==> config.mk <==
export PLATFORM = sky130hd
export DESIGN_NAME = id_ex_pipe_reg_flat
export DESIGN_NICKNAME = d
export VERILOG_FILES = /design/src/rtl/core_pkg.sv /design/src/rtl/id_ex_pipe_reg_if.sv /design/src/rtl/id_ex_pipe_reg_load_use_detect.sv /design/src/rtl/id_ex_pipe_reg.sv /design/src/flat_wrapper.sv
export SDC_FILE = /design/constraint.sdc
export NUM_CORES = 1
export LEC_CHECK = 0
export CELL_PAD_IN_SITES_DETAIL_PLACEMENT = 2
export CELL_PAD_IN_SITES_GLOBAL_PLACEMENT = 2
export CORE_MARGIN = 2
export CORE_UTILIZATION = 20
export CTS_CLUSTER_SIZE = 40
export DETAILED_ROUTE_END_ITERATION = 7
export GPL_TIMING_DRIVEN = 0
export PLACE_DENSITY_LB_ADDON = 0.1
export SYNTH_ARGS = -nofsm -noshare
export SYNTH_HDL_FRONTEND = slang
export SYNTH_SLANG_ARGS = --single-unit
==> constraint.sdc <==
create_clock -name clk -period 2.5 [get_ports clk]
set_clock_uncertainty 0.15 [all_clocks]
set_input_delay 0.5 -clock clk [delete_from_list [all_inputs] [get_ports clk]]
set_output_delay 0.5 -clock clk [all_outputs]
set_load 0.02 [all_outputs]
==> src/rtl/core_pkg.sv <==
// rtl/core_pkg.sv - shared widths and control bundle for the RV32I core pipeline
package core_pkg;

    localparam int XLEN = 32;
    localparam int REGW = 5;
    localparam int CNTW = 16;

    typedef struct packed {
        logic       regWrite;
        logic       aluSrc;
        logic       memWrite;
        logic       resultSrc;
        logic       branch;
        logic [2:0] aluControl;
    } ctrl_t;

    localparam ctrl_t CTRL_NOP = '{default: '0};

endpackage

==> src/rtl/id_ex_pipe_reg_if.sv <==
// rtl/id_ex_pipe_reg_if.sv - decode-stage inputs, execute-stage outputs and stall lines of the ID/EX register
interface id_ex_pipe_reg_if
    import core_pkg::*;
#(
    parameter int CW = CNTW
);
    logic            validD;
    logic [XLEN-1:0] pcD, pcPlus4D, rd1D, rd2D, immExtD;
    logic [REGW-1:0] rs1D, rs2D, rdD;
    logic            regWriteD, aluSrcD, memWriteD, resultSrcD, branchD;
    logic [2:0]      aluControlD;
    logic            flushE;

    logic            validE;
    logic [XLEN-1:0] pcE, pcPlus4E, rd1E, rd2E, immExtE;
    logic [REGW-1:0] rs1E, rs2E, rdE;
    logic            regWriteE, aluSrcE, memWriteE, resultSrcE, branchE;
    logic [2:0]      aluControlE;
    logic            stallF, stallD;
    logic [CW-1:0]   bubbleCount;

    modport master (
        output validD, pcD, pcPlus4D, rd1D, rd2D, immExtD, rs1D, rs2D, rdD,
               regWriteD, aluSrcD, memWriteD, resultSrcD, branchD, aluControlD, flushE,
        input  validE, pcE, pcPlus4E, rd1E, rd2E, immExtE, rs1E, rs2E, rdE,
               regWriteE, aluSrcE, memWriteE, resultSrcE, branchE, aluControlE,
               stallF, stallD, bubbleCount
    );

    modport slave (
        input  validD, pcD, pcPlus4D, rd1D, rd2D, immExtD, rs1D, rs2D, rdD,
               regWriteD, aluSrcD, memWriteD, resultSrcD, branchD, aluControlD, flushE,
        output validE, pcE, pcPlus4E, rd1E, rd2E, immExtE, rs1E, rs2E, rdE,
               regWriteE, aluSrcE, memWriteE, resultSrcE, branchE, aluControlE,
               stallF, stallD, bubbleCount
    );
endinterface

==> src/rtl/id_ex_pipe_reg_load_use_detect.sv <==
// rtl/id_ex_pipe_reg_load_use_detect.sv - flags a decode instruction reading the register a load in EX will write
module load_use_detect
    import core_pkg::*;
(
    input  logic            validE,
    input  logic            resultSrcE,
    input  logic            regWriteE,
    input  logic [REGW-1:0] rdE,
    input  logic            validD,
    input  logic [REGW-1:0] rs1D,
    input  logic [REGW-1:0] rs2D,
    output logic            loadUse
);
    // rs2 is compared even for I-type; an occasional needless stall is cheaper than decoding format here
    assign loadUse = validE & resultSrcE & regWriteE & (rdE != '0) & validD
                   & ((rdE == rs1D) | (rdE == rs2D));
endmodule

==> src/rtl/id_ex_pipe_reg.sv <==
// rtl/id_ex_pipe_reg.sv - ID/EX pipeline register with load-use stall, branch flush and bubble counter
module id_ex_pipe_reg
    import core_pkg::*;
#(
    parameter int CW = CNTW
)(
    input  logic                 clk,
    input  logic                 rst,
    id_ex_pipe_reg_if.slave      bus
);
    logic    load_use;
    logic    bubble;
    ctrl_t   ctrl_d;
    ctrl_t   ctrl_q;
    logic [CW-1:0] bubble_cnt;

    load_use_detect u_load_use_detect (
        .validE     (bus.validE),
        .resultSrcE (bus.resultSrcE),
        .regWriteE  (bus.regWriteE),
        .rdE        (bus.rdE),
        .validD     (bus.validD),
        .rs1D       (bus.rs1D),
        .rs2D       (bus.rs2D),
        .loadUse    (load_use)
    );

    // A wrong-path decode instruction must not hold up fetch, so flush masks the stall
    assign bus.stallF = load_use & ~bus.flushE & ~rst;
    assign bus.stallD = load_use & ~bus.flushE & ~rst;
    assign bubble     = bus.flushE | load_use;

    always_comb begin
        ctrl_d = CTRL_NOP;
        if (bus.validD) begin
            ctrl_d = '{regWrite:   bus.regWriteD,
                       aluSrc:     bus.aluSrcD,
                       memWrite:   bus.memWriteD,
                       resultSrc:  bus.resultSrcD,
                       branch:     bus.branchD,
                       aluControl: bus.aluControlD};
        end
    end

    always_ff @(posedge clk) begin
        if (rst || bubble) begin
            bus.validE   <= 1'b0;
            ctrl_q       <= CTRL_NOP;
            bus.pcE      <= '0;
            bus.pcPlus4E <= '0;
            bus.rd1E     <= '0;
            bus.rd2E     <= '0;
            bus.immExtE  <= '0;
            bus.rs1E     <= '0;
            bus.rs2E     <= '0;
            bus.rdE      <= '0;
        end else begin
            bus.validE   <= bus.validD;
            ctrl_q       <= ctrl_d;
            bus.pcE      <= bus.pcD;
            bus.pcPlus4E <= bus.pcPlus4D;
            bus.rd1E     <= bus.rd1D;
            bus.rd2E     <= bus.rd2D;
            bus.immExtE  <= bus.immExtD;
            bus.rs1E     <= bus.rs1D;
            bus.rs2E     <= bus.rs2D;
            bus.rdE      <= bus.rdD;
        end
    end

    // Only bubbles that displace a real decode instruction are counted
    always_ff @(posedge clk) begin
        if (rst) begin
            bubble_cnt <= '0;
        end else if (bubble && bus.validD && (bubble_cnt != '1)) begin
            bubble_cnt <= bubble_cnt + 1'b1;
        end
    end

    assign bus.regWriteE   = ctrl_q.regWrite;
    assign bus.aluSrcE     = ctrl_q.aluSrc;
    assign bus.memWriteE   = ctrl_q.memWrite;
    assign bus.resultSrcE  = ctrl_q.resultSrc;
    assign bus.branchE     = ctrl_q.branch;
    assign bus.aluControlE = ctrl_q.aluControl;
    assign bus.bubbleCount = bubble_cnt;
endmodule

==> src/flat_wrapper.sv <==
// flat-port wrapper written by rule: the top's interface ports become plain ports
module id_ex_pipe_reg_flat import core_pkg::*;
#(
    parameter int CW = CNTW
)
  (clk, rst, bus_validD, bus_pcD, bus_pcPlus4D, bus_rd1D, bus_rd2D, bus_immExtD, bus_rs1D, bus_rs2D, bus_rdD, bus_regWriteD, bus_aluSrcD, bus_memWriteD, bus_resultSrcD, bus_branchD, bus_aluControlD, bus_flushE, bus_validE, bus_pcE, bus_pcPlus4E, bus_rd1E, bus_rd2E, bus_immExtE, bus_rs1E, bus_rs2E, bus_rdE, bus_regWriteE, bus_aluSrcE, bus_memWriteE, bus_resultSrcE, bus_branchE, bus_aluControlE, bus_stallF, bus_stallD, bus_bubbleCount);
  id_ex_pipe_reg_if #(.CW(CW)) bus_i ();
  input  logic clk;
  input  logic rst;
  input wire logic [$bits(bus_i.validD)-1:0] bus_validD;
  input wire logic [$bits(bus_i.pcD)-1:0] bus_pcD;
  input wire logic [$bits(bus_i.pcPlus4D)-1:0] bus_pcPlus4D;
  input wire logic [$bits(bus_i.rd1D)-1:0] bus_rd1D;
  input wire logic [$bits(bus_i.rd2D)-1:0] bus_rd2D;
  input wire logic [$bits(bus_i.immExtD)-1:0] bus_immExtD;
  input wire logic [$bits(bus_i.rs1D)-1:0] bus_rs1D;
  input wire logic [$bits(bus_i.rs2D)-1:0] bus_rs2D;
  input wire logic [$bits(bus_i.rdD)-1:0] bus_rdD;
  input wire logic [$bits(bus_i.regWriteD)-1:0] bus_regWriteD;
  input wire logic [$bits(bus_i.aluSrcD)-1:0] bus_aluSrcD;
  input wire logic [$bits(bus_i.memWriteD)-1:0] bus_memWriteD;
  input wire logic [$bits(bus_i.resultSrcD)-1:0] bus_resultSrcD;
  input wire logic [$bits(bus_i.branchD)-1:0] bus_branchD;
  input wire logic [$bits(bus_i.aluControlD)-1:0] bus_aluControlD;
  input wire logic [$bits(bus_i.flushE)-1:0] bus_flushE;
  output wire logic [$bits(bus_i.validE)-1:0] bus_validE;
  output wire logic [$bits(bus_i.pcE)-1:0] bus_pcE;
  output wire logic [$bits(bus_i.pcPlus4E)-1:0] bus_pcPlus4E;
  output wire logic [$bits(bus_i.rd1E)-1:0] bus_rd1E;
  output wire logic [$bits(bus_i.rd2E)-1:0] bus_rd2E;
  output wire logic [$bits(bus_i.immExtE)-1:0] bus_immExtE;
  output wire logic [$bits(bus_i.rs1E)-1:0] bus_rs1E;
  output wire logic [$bits(bus_i.rs2E)-1:0] bus_rs2E;
  output wire logic [$bits(bus_i.rdE)-1:0] bus_rdE;
  output wire logic [$bits(bus_i.regWriteE)-1:0] bus_regWriteE;
  output wire logic [$bits(bus_i.aluSrcE)-1:0] bus_aluSrcE;
  output wire logic [$bits(bus_i.memWriteE)-1:0] bus_memWriteE;
  output wire logic [$bits(bus_i.resultSrcE)-1:0] bus_resultSrcE;
  output wire logic [$bits(bus_i.branchE)-1:0] bus_branchE;
  output wire logic [$bits(bus_i.aluControlE)-1:0] bus_aluControlE;
  output wire logic [$bits(bus_i.stallF)-1:0] bus_stallF;
  output wire logic [$bits(bus_i.stallD)-1:0] bus_stallD;
  output wire logic [$bits(bus_i.bubbleCount)-1:0] bus_bubbleCount;
  assign bus_i.validD = bus_validD;
  assign bus_i.pcD = bus_pcD;
  assign bus_i.pcPlus4D = bus_pcPlus4D;
  assign bus_i.rd1D = bus_rd1D;
  assign bus_i.rd2D = bus_rd2D;
  assign bus_i.immExtD = bus_immExtD;
  assign bus_i.rs1D = bus_rs1D;
  assign bus_i.rs2D = bus_rs2D;
  assign bus_i.rdD = bus_rdD;
  assign bus_i.regWriteD = bus_regWriteD;
  assign bus_i.aluSrcD = bus_aluSrcD;
  assign bus_i.memWriteD = bus_memWriteD;
  assign bus_i.resultSrcD = bus_resultSrcD;
  assign bus_i.branchD = bus_branchD;
  assign bus_i.aluControlD = bus_aluControlD;
  assign bus_i.flushE = bus_flushE;
  assign bus_validE = bus_i.validE;
  assign bus_pcE = bus_i.pcE;
  assign bus_pcPlus4E = bus_i.pcPlus4E;
  assign bus_rd1E = bus_i.rd1E;
  assign bus_rd2E = bus_i.rd2E;
  assign bus_immExtE = bus_i.immExtE;
  assign bus_rs1E = bus_i.rs1E;
  assign bus_rs2E = bus_i.rs2E;
  assign bus_rdE = bus_i.rdE;
  assign bus_regWriteE = bus_i.regWriteE;
  assign bus_aluSrcE = bus_i.aluSrcE;
  assign bus_memWriteE = bus_i.memWriteE;
  assign bus_resultSrcE = bus_i.resultSrcE;
  assign bus_branchE = bus_i.branchE;
  assign bus_aluControlE = bus_i.aluControlE;
  assign bus_stallF = bus_i.stallF;
  assign bus_stallD = bus_i.stallD;
  assign bus_bubbleCount = bus_i.bubbleCount;
  id_ex_pipe_reg #(.CW(CW)) u_core (.clk(clk), .rst(rst), .bus(bus_i));
endmodule
-- Word-level counts from Yosys, hierarchy flattened
Index checks and enable logic that the tools add are counted.
- bitwise gates (word level): 12
- reductions and logical operators: 5
- $add $sub $neg: 1
- equal/unequal tests: 3
- operators by type and width (operator ; number):
    adder 16 x 1 -> 16 bit (second input constant) ; 1
    inequality test 16 bit (second input constant) ; 1
    equality test 5 bit ; 2
    AND 1 bit ; 7
    nonzero test 5 bit ; 1
    inverter 1 bit ; 3
    logical AND 1 bit ; 2
    bitwise OR 1 bit ; 2
    OR reduction 2 bit ; 1
    logical OR 1 bit ; 1
- output and inout bits: 202
- register bits after elaboration: 200
- bits of input ports: 187

-- Longest topological paths before layout
- depth after elaboration: 8
- mapped depth: 9
- depth with buffers taken out: 7

-- Cells and area by module
Synthesis repeated with hierarchy kept, for this count alone.
- cell total of the unflattened synthesis: 509
- area total of the unflattened synthesis: 5928.2 um^2
- modules (own cells, without submodules) (module ; times used ; cells each ; area each (um^2)):
    id_ex_pipe_reg ; 1 ; 491 ; 5790.6
    load_use_detect ; 1 ; 18 ; 137.6

-- Worst setup path after synthesis
OpenSTA, ideal clock, no wires.
- path type: register to output
- from: register u_core.bus.rdE[0]
- to: output port bus_stallF
- stages on the path, launching flop included: 7
- data required time: 1.850 ns
- data arrival time: 2.115 ns
- path slack: -0.265 ns
- cells stage by stage: dfxtp_1 > xnor2_1 > nand3_1 > o22ai_2 > nor2b_1 > nor3b_1 > buf_4
- longest elaborated chain between the ends: 6
- elaborated cells on any way between the ends: 9
- classes of those cells: eq/ne: 2; bitwise: 6; reduce/logical: 1
- RTL lines (element ; RTL line ; RTL):
    from (decl) ; id_ex_pipe_reg_if.sv:33 ; output validE, pcE, pcPlus4E, rd1E, rd2E, immExtE, rs1E, rs2E, rdE,
    from (signal assigned) ; id_ex_pipe_reg.sv:67 ; bus.rdE <= bus.rdD;
    nonzero test 5 bit ; id_ex_pipe_reg_load_use_detect.sv:15 ; assign loadUse = validE & resultSrcE & regWriteE & (rdE != '0) & validD
    AND 1 bit (2 in a row) ; id_ex_pipe_reg_load_use_detect.sv:15 ;
    AND 1 bit * ; id_ex_pipe_reg_load_use_detect.sv:16 ; & ((rdE == rs1D) | (rdE == rs2D));
    AND 1 bit * (2 in a row) ; -- ;
    to (decl) ; flat_wrapper.sv:41 ; output wire logic [$bits(bus_i.stallF)-1:0] bus_stallF;
Every way passes the cells marked *; elsewhere a longest branch is shown, timed or not.

-- Worst setup path after layout
- from: register u_core.bus.rdE[1]
- to: output port bus_stallF
- longest elaborated chain between the ends: 6
- elaborated cells on any way between the ends: 9
- classes of those cells: eq/ne: 2; bitwise: 6; reduce/logical: 1
- RTL lines (element ; RTL line ; RTL):
    nonzero test 5 bit ; id_ex_pipe_reg_load_use_detect.sv:15 ;
    AND 1 bit (2 in a row) ; id_ex_pipe_reg_load_use_detect.sv:15 ;
    AND 1 bit * ; id_ex_pipe_reg_load_use_detect.sv:16 ;
    AND 1 bit * (2 in a row) ; id_ex_pipe_reg.sv:29 ; assign bus.stallF = load_use & ~bus.flushE & ~rst;
Marked as above.

==> results.md <==
* Run status: complete, but fails checks
* Failing checks: setup timing
* Die Area at 0.0314 mm2
* Iteration-0 DRC Markers at 130
* Sequential area share after synthesis at 0.668
* Reg clk slew, reported paths at 0.07 ns
* Reg2reg setup slack at 0.12 ns
* H-tree levels at 4
* Post-Synth Adder-Cell Area at 0.00209
* Syn Area/Cell at 11.8 um2
* Crit-path cells: or4_4 -> o21ai_4 -> nor2b_4 -> nor3b_4 -> buf_4 -> buf_6
* Die Y at 177 um
* Final worst slack at -0.150 ns
* Clock period minus final worst setup slack at 2.65 ns
* CTS Buf Count at 17
* Vias/cell at 3.86
* Critical Path RT at 1.85 ns
* CP startpoint kind: flop
* Synth warn at 0
* FMAX at 377 MHz
* IO Pins at 389
* Area Overhead vs Synth at 84.7%
* Setup WS pre-CTS at -1.07 ns
* Clk_lat worst skew at 0.44 ns
* Post-route clock period utilization at 1.06
* Distinct cells, synth at 37
* Cells after synthesis at 509
* DP Wirelength at 19,000 um
* Slowest cell delay on critical path at 0.55 ns
* Max-slew violations at 0
* Routed WL at 23,700 um
* Placed Cells incl. Taps at 1,286
* Commonest non-fill, non-tap cell in the layout: clkdlybuf4s50_1
* Critical path class: reg -> out
* CTS tree: built
* Max Fanout on Critical Path at 4
* P per Cell Area at 634 mW/mm2
* Largest family of logic cells by synthesized area: simple AND/OR/NAND/NOR gates
* Slowest CP cell: or4_4
* Layout cells sized above 1 at 0.101
* GRT overflow at 0
* CP top delay family: simple AND/OR/NAND/NOR gates
* Post-DR wirelength/cell at 17.9 um
* Mux contribution to synthesized area at 0.00167
* Compound-Gate Fraction of Synth Area at 0.0382
* Initial Util at 0.203
* Most frequent cells in the layout: clkdlybuf4s50_1, dfxtp_1, and2_1, clkbuf_16, buf_4
* Pleak at 4.34 nW
* Core Region at 0.0296 mm2
* Layout net count at 1,110
* Largest net degree at the start of global routing at 20
* Crit path DAT at 2.00 ns
* Diode count at 0
* Max-Cap Viols at 0
* Number of synthesized register bits at 200
* CP endpoint kind: primary output
* First-pass GRT wire length at 34,700 um
* Antenna violations before repair at 1
* Rows at 63
* Total power draw at 7.02 mW
* Placer congestion estimate at 0.790
* Slew @ Worst Pin at 0.566 ns
* Worst ir drop on vdd at 0.000340 V
* Setup repair after global routing missed its margin: true
* Finished Layout Cells at 1,323
* Tot GR Track Use at 0.150
* Post-Synth Simple-Gate Area at 0.245
* Fill cells at 3,111
* Setup TNS at -0.299 ns
* Vias in the first global route at 5,742
* Root buf cell: clkbuf_16
* Post-DRT Antenna Nets at 0
* Post-synthesis xor/xnor area fraction at 0.0161
* Utilization after layout at 0.375
* PortBufs at 387
* Mapped Nets at 697
* Deepest clock path buffer count at 2
* Min-delay worst type: in -> reg
* Clock sinks at 200
* Hold Vio Cnt, Final at 0
* Residual DRC at 0
* Die W at 177 um
* Buf/Inv on CP at 2
* Drt pass-1 iters at 4
* Max_slew headroom at 0.622
* Area of the mapped netlist at 0.00600 mm2
* Final setup viols at 2
* Via count at 5,106
cells by family after synthesis:
logic type	after synthesis
DFF	200
AOI/OAI and AO/OA	34
buffers and inverters	29
xor gates and xnor gates	11
adders and majority gates	1
muxes	1
and+or+nand+nor	233
power breakdown:
group / internal, mW / switching [mW] / leakage (nW)
registers: 3.30 / 0.0420 / 1.64
logic: 0.534 / 0.358 / 2.41
clock network: 1.42 / 1.36 / 0.287
per-stage QoR:
stage / instance area [um2] / hold WS, ns
floorplan: 6010 / 0.413
global placement: 10400 / 0.343
detailed placement: 10400 / 0.382
CTS: 11000 / 0.284
global route: 11100 / 0.193
finish: 11100 / 0.199
registers in the layout (all words and copies together) (netlist names), 5 cells and up:
register,flops
u_core.bus.rdE,5
u_core.bus.rd1E,32
u_core.bus.immExtE,32
u_core.bus.bubbleCount,16
u_core.bus.rs1E,5
u_core.bus.pcE,32
u_core.bus.rd2E,32
u_core.bus.rs2E,5
u_core.bus.pcPlus4E,32
layer usage:
| metal | global-route usage | part of all wire | vias to the layer above |
|---|---|---|---|
| li1 | - | - | 2443 |
| met5 | 0 | 0 | - |
| met1 | 0.145 | 0.34 | 2407 |
| met4 | 0.0461 | 0.013 | 0 |
| met3 | 0.0741 | 0.11 | 20 |
| met2 | 0.276 | 0.53 | 236 |
timing repair:
item,in CTS,in global routing
pin swaps,4,4
hold buffers,0,0
endpoints found under the setup margin,46,120
setup buffers,4,3
resized for setup,35,11
synth_stat cells, drive strengths merged:
| cell type | instances | area (um2) |
|---|---|---|
| dfxtp | 200 | 4000 |
| and2 | 177 | 1110 |
| buf | 21 | 144 |
| a21oi | 14 | 73.8 |
| o21ai | 11 | 58.8 |
| and3 | 10 | 62.6 |
| xnor2 | 10 | 87.6 |
| nand3 | 9 | 45.0 |
| or3 | 9 | 67.6 |
| nand2 | 6 | 22.5 |
| nand4 | 6 | 62.6 |
| nor2 | 6 | 25.0 |
| clkbuf | 5 | 18.8 |
| or4 | 5 | 37.5 |
| o31ai | 4 | 30.0 |
| inv | 3 | 11.3 |
| nor3b | 2 | 15.0 |
| a21o | 1 | 7.51 |
| a22oi | 1 | 21.3 |
| and4 | 1 | 8.76 |
| ha | 1 | 12.5 |
| mux2i | 1 | 10.0 |
| nor2b | 1 | 6.26 |
| nor3 | 1 | 10.0 |
| o2111ai | 1 | 8.76 |
| o22ai | 1 | 12.5 |
| o41ai | 1 | 16.3 |
| xor2 | 1 | 8.76 |
final cells by class:
type | instances | area (um2) | share of cell area
flip-flops and latches | 200 | 4020 | 0.363
multi-input cells | 280 | 1870 | 0.169
clock inverters | 13 | 160 | 0.0145
clock buffers | 17 | 425 | 0.0384
inverters | 3 | 11.3 | 0.00102
well taps | 390 | 488 | 0.0441
plain buffers | 26 | 175 | 0.0158
repair buffers | 394 | 3920 | 0.354
worst paths after layout:
path / start / endpoint / cells after the start
max: u_core.bus.rdE[1] / bus_stallF / 6
min: bus_rs2D[3] / u_core.bus.rs2E[3] / 2
max reg2reg: u_core.bus.rdE[1] / u_core.bus.immExtE[28] / 8
min reg2reg: u_core.bus.bubbleCount[15] / u_core.bus.bubbleCount[15] / 2
No activity file was read; power rests on OpenSTA's default activity.
